[src/rtl/robot_sensor_filter.sv]
// ============================================================================
// robot_sensor_filter : sync, prescaled sampling and debounce of wall sensors
// Revision 1.0
// ============================================================================
`default_nettype none

module robot_sensor_filter #(
  parameter int PRESCALE   = 4,
  parameter int STABLE_CNT = 3
) (
  input  logic clk,
  input  logic rst_n,
  input  logic head_raw,
  input  logic left_raw,
  output logic head,
  output logic left,
  output logic changed,
  output logic sample_tick
);

  localparam int PW = (PRESCALE > 1) ? $clog2(PRESCALE) : 1;
  localparam int CW = (STABLE_CNT > 1) ? $clog2(STABLE_CNT + 1) : 1;
  localparam logic [PW-1:0] C_PRE_LAST = PW'(PRESCALE - 1);
  localparam logic [CW-1:0] C_STABLE   = CW'(STABLE_CNT);

  // Bit 0 = head channel, bit 1 = left channel.
  logic [1:0]    sync_s1_q, sync_s1_d;
  logic [1:0]    sync_s2_q, sync_s2_d;
  logic [PW-1:0] pre_cnt_q, pre_cnt_d;
  logic          sample_tick_q, sample_tick_d;
  logic          changed_q, changed_d;
  logic          w_tick;
  logic [1:0]    w_flip;
  logic [1:0]    w_filt;

  always_comb begin
    sync_s1_d     = {left_raw, head_raw};
    sync_s2_d     = sync_s1_q;
    w_tick        = (pre_cnt_q == C_PRE_LAST);
    pre_cnt_d     = w_tick ? '0 : pre_cnt_q + PW'(1);
    sample_tick_d = w_tick;
    changed_d     = |w_flip;
  end

  always_ff @(posedge clk or negedge rst_n) begin
    if (!rst_n) begin
      sync_s1_q     <= '0;
      sync_s2_q     <= '0;
      pre_cnt_q     <= '0;
      sample_tick_q <= 1'b0;
      changed_q     <= 1'b0;
    end else begin
      sync_s1_q     <= sync_s1_d;
      sync_s2_q     <= sync_s2_d;
      pre_cnt_q     <= pre_cnt_d;
      sample_tick_q <= sample_tick_d;
      changed_q     <= changed_d;
    end
  end

  for (genvar i = 0; i < 2; i++) begin : g_chan
    logic [CW-1:0] cnt_q, cnt_d;
    logic          filt_q, filt_d;
    logic          flip;

    // Any sample agreeing with the current output discards the pending run.
    always_comb begin
      cnt_d  = cnt_q;
      filt_d = filt_q;
      flip   = 1'b0;
      if (w_tick) begin
        if (sync_s2_q[i] == filt_q) begin
          cnt_d = '0;
        end else if ((cnt_q + CW'(1)) == C_STABLE) begin
          filt_d = sync_s2_q[i];
          cnt_d  = '0;
          flip   = 1'b1;
        end else begin
          cnt_d = cnt_q + CW'(1);
        end
      end
    end

    always_ff @(posedge clk or negedge rst_n) begin
      if (!rst_n) begin
        cnt_q  <= '0;
        filt_q <= 1'b0;
      end else begin
        cnt_q  <= cnt_d;
        filt_q <= filt_d;
      end
    end

    assign w_flip[i] = flip;
    assign w_filt[i] = filt_q;
  end

  assign head        = w_filt[0];
  assign left        = w_filt[1];
  assign changed     = changed_q;
  assign sample_tick = sample_tick_q;

endmodule

`default_nettype wire
[config.mk]
export PLATFORM = sky130hd
export DESIGN_NAME = robot_sensor_filter
export DESIGN_NICKNAME = d
export VERILOG_FILES = /design/src/rtl/robot_sensor_filter.sv
export SDC_FILE = /design/constraint.sdc
export NUM_CORES = 1
export LEC_CHECK = 0
export CAP_MARGIN = 10
export CORE_AREA = 8 8 45 47
export DETAILED_ROUTE_END_ITERATION = 16
export DIE_AREA = 0 0 53 55
export SETUP_SLACK_MARGIN = 0.15
export SYNTH_ARGS = -nofsm -noshare
export SYNTH_HDL_FRONTEND = slang
export SYNTH_SLANG_ARGS = --single-unit
[constraint.sdc]
create_clock -name clk -period 1.4 [get_ports clk]
set_input_delay 0.28 -clock clk [delete_from_list [all_inputs] [get_ports clk]]
set_output_delay 0.28 -clock clk [all_outputs]
set_load 0.05 [all_outputs]
==> results.json <==
{
  "status": "finished, final reports clean",
  "r2r-start": "pre_cnt_q[0]",
  "grt_setup_unrepaired": "no",
  "dr_wl_met2_um": 430,
  "die_height_um": 55,
  "postPlaceCellArea_um2": 664.4,
  "grt_remaining_overflow": 0,
  "max_slew.worst_pin.slew_ns": 0.2746,
  "worstSetupPathType": "reg -> reg",
  "area_growth_pct": 35.35,
  "route.met3.wl_um": 59,
  "dr.pass1.iters": 3,
  "skew_ns": 0.003250,
  "synth-seq-cells": 14,
  "grt_pass1_vias": 351,
  "routedLengthMet1_um": 372,
  "clk_pin_slew_ns": 0.08,
  "fin_setup_tns_ns": 0,
  "synth.net_count": 45,
  "drc_errors": 0,
  "reg2reg_depth": 3,
  "min_period_over_period_pct": 83.48,
  "reg2reg_to": "head",
  "numCtsBuffers": 3,
  "netlist_area_um2": 538.0,
  "worstPathRequired_ns": 1.56,
  "yosysWarnings": 0,
  "routed_wl_um": 879,
  "dpl_worst_slack_ns": 0.06766,
  "path_max_fanout": 9,
  "clkLatencyLatePin_ns": 0.27,
  "num_rows": 14,
  "yosysSeqAreaShare_pct": 65.12,
  "power.density_mw_per_mm2": 1681,
  "start_util_pct": 38.88,
  "cts-root-buf": "clkbuf_4",
  "endpoint_kind": "register",
  "hold_violations": 0,
  "cp.arrival_ns": 1.33,
  "hp-class": "in -> async",
  "die_x_um": 53,
  "regToRegSetupSlack_ns": 0.23,
  "start_kind": "register",
  "antenna_cells": 0,
  "max_slew_margin_pct": 81.56,
  "fmax_ghz": 0.8556,
  "synthCells": 39,
  "timing.final.ws_setup_ns": 0.2312,
  "grt_max_degree": 15,
  "hpwl_um": 685,
  "finalCriticalPeriod_ns": 1.169,
  "syn_area_per_cell_um2": 13.80,
  "core_area_mm2": 0.001384,
  "cts_tree": "built",
  "final_area_um2": 728.2,
  "clock_sinks": 14,
  "setup_violations": 0,
  "gp_congestion": 0.6904,
  "highest_layer": "met4",
  "antenna_found_initial": 0,
  "grt_usage_pct": 7.765,
  "cap_violations": 0,
  "postCtsHoldBufs": 0,
  "layout.nets": 59,
  "leakage_nw": 0.3102,
  "ant_nets": 0,
  "drtIter0Drc": 3,
  "die_area_mm2": 0.002915,
  "vias": 339,
  "yosysUniqueCellTypes": 12,
  "ir_worst_vdd_v": 0.001033,
  "drive_gt1_share_pct": 26.92,
  "slew_viol_final": 0,
  "io_pins": 8,
  "portBuffers": 7,
  "cts_max_path_buffers": 2,
  "via_per_inst": 4.985,
  "grt_pass1_wl_mm": 1.559,
  "wl_per_cell_um": 12.93,
  "post-route-util_pct": 52.62,
  "htree_levels": 1
}
[layout by cell type (no fill, tap or decap)]
cell              n
ha_4              1
xnor2_1           2
clkbuf_8          1
o22ai_1           4
nand2_1           1
dfrtp_1          14
nor2_1            1
buf_12            4
mux2_2            2
nand3b_1          5
clkdlybuf4s50_1   3
o32ai_1           1
or3b_1            2
buf_4             3
inv_1             4
ha_1              1
clkbuf_4          3
[what timing repair did]
action | CTS | global route
gates resized for setup | 2 | 0
setup buffers | 0 | 2
hold endpoints to repair | 0 | 0
cloned | 0 | 0
setup endpoints to repair | 4 | 1
pin swaps | 0 | 1
[cell type report]
| class | count | area (um^2) |
|---|---|---|
| sequential | 14 | 350.3 |
| timing repair buffer | 10 | 132.6 |
| multi-input combinational | 20 | 173.9 |
| fill | 120 | 655.6 |
| clock buffer | 4 | 36.28 |
| inverter | 4 | 15.01 |
| tap | 16 | 20.02 |
[per-layer routing]
layer | vias to the layer above | global-route usage [%]
met1 | 165 | 7.924
met3 | 2 | 4.278
li1 | 164 | -
met5 | - | 0
met4 | 0 | 3.879
met2 | 8 | 12.70
[state kept, by name (all words and copies together), names as in the netlist]
signal / flops
g_chan.cnt_q: 4
sync_s1_q: 2
changed: 1
pre_cnt_q: 2
left: 1
sample_tick: 1
head: 1
sync_s2_q: 2
[cell usage after synthesis]
cell	count	area, um^2
dfrtp_1	14	350.3
nand3b_1	5	37.54
inv_1	4	15.01
o22ai_1	4	25.02
ha_1	2	25.02
mux2_2	2	22.52
or3b_1	2	17.52
xnor2_1	2	17.52
buf_6	1	11.26
nand2_1	1	3.750
nor2_1	1	3.750
o32ai_1	1	8.760
[worst max-delay path: stages (launching register included)]
cell,delay [ns]
dfrtp_1,0.42
ha_4,0.20
nand3b_1,0.10
mux2_2,0.33
[per-stage QoR]
stage	hold slack, ns	power, mW	std cells
6_report	0.2980	1.224	68
5_1_grt	0.2870	1.312	68
4_1_cts	0.3021	1.237	66
3_5_place_dp	0.3381	0.9561	62
3_3_place_gp	0.3327	0.9384	62
2_1_floorplan	-0.01559	0.7686	39
[kinds of logic after synthesis]
family	share of synthesized area, %
buffers and inverters	4.883
adders and majority gates	4.650
muxes	4.186
DFF	65.12
AOI/OAI and AO/OA	6.279
and+or+nand+nor	11.63
xor gates and xnor gates	3.256
[where the power goes]
group / leakage, nW / switching, mW / internal (mW)
logic: 0.114 / 0.166 / 0.193
registers: 0.176 / 0.101 / 0.483
clock network: 0.0210 / 0.123 / 0.158
[worst max-delay path by stage]
| stage | startpoint | endpoint | slack, ns | depth (start not counted) |
|---|---|---|---|---|
| global placement | pre_cnt_q[0] | head | 0.12 | 3 |
| CTS | pre_cnt_q[0] | g_chan[0].cnt_q[0] | 0.19 | 3 |
| finish | pre_cnt_q[0] | head | 0.23 | 3 |
| floorplan | pre_cnt_q[0] | left | 0.17 | 4 |
| global route | pre_cnt_q[0] | g_chan[0].cnt_q[0] | 0.16 | 3 |
| detailed placement | pre_cnt_q[0] | head | 0.07 | 3 |
Power figures use the tool's default switching activity.
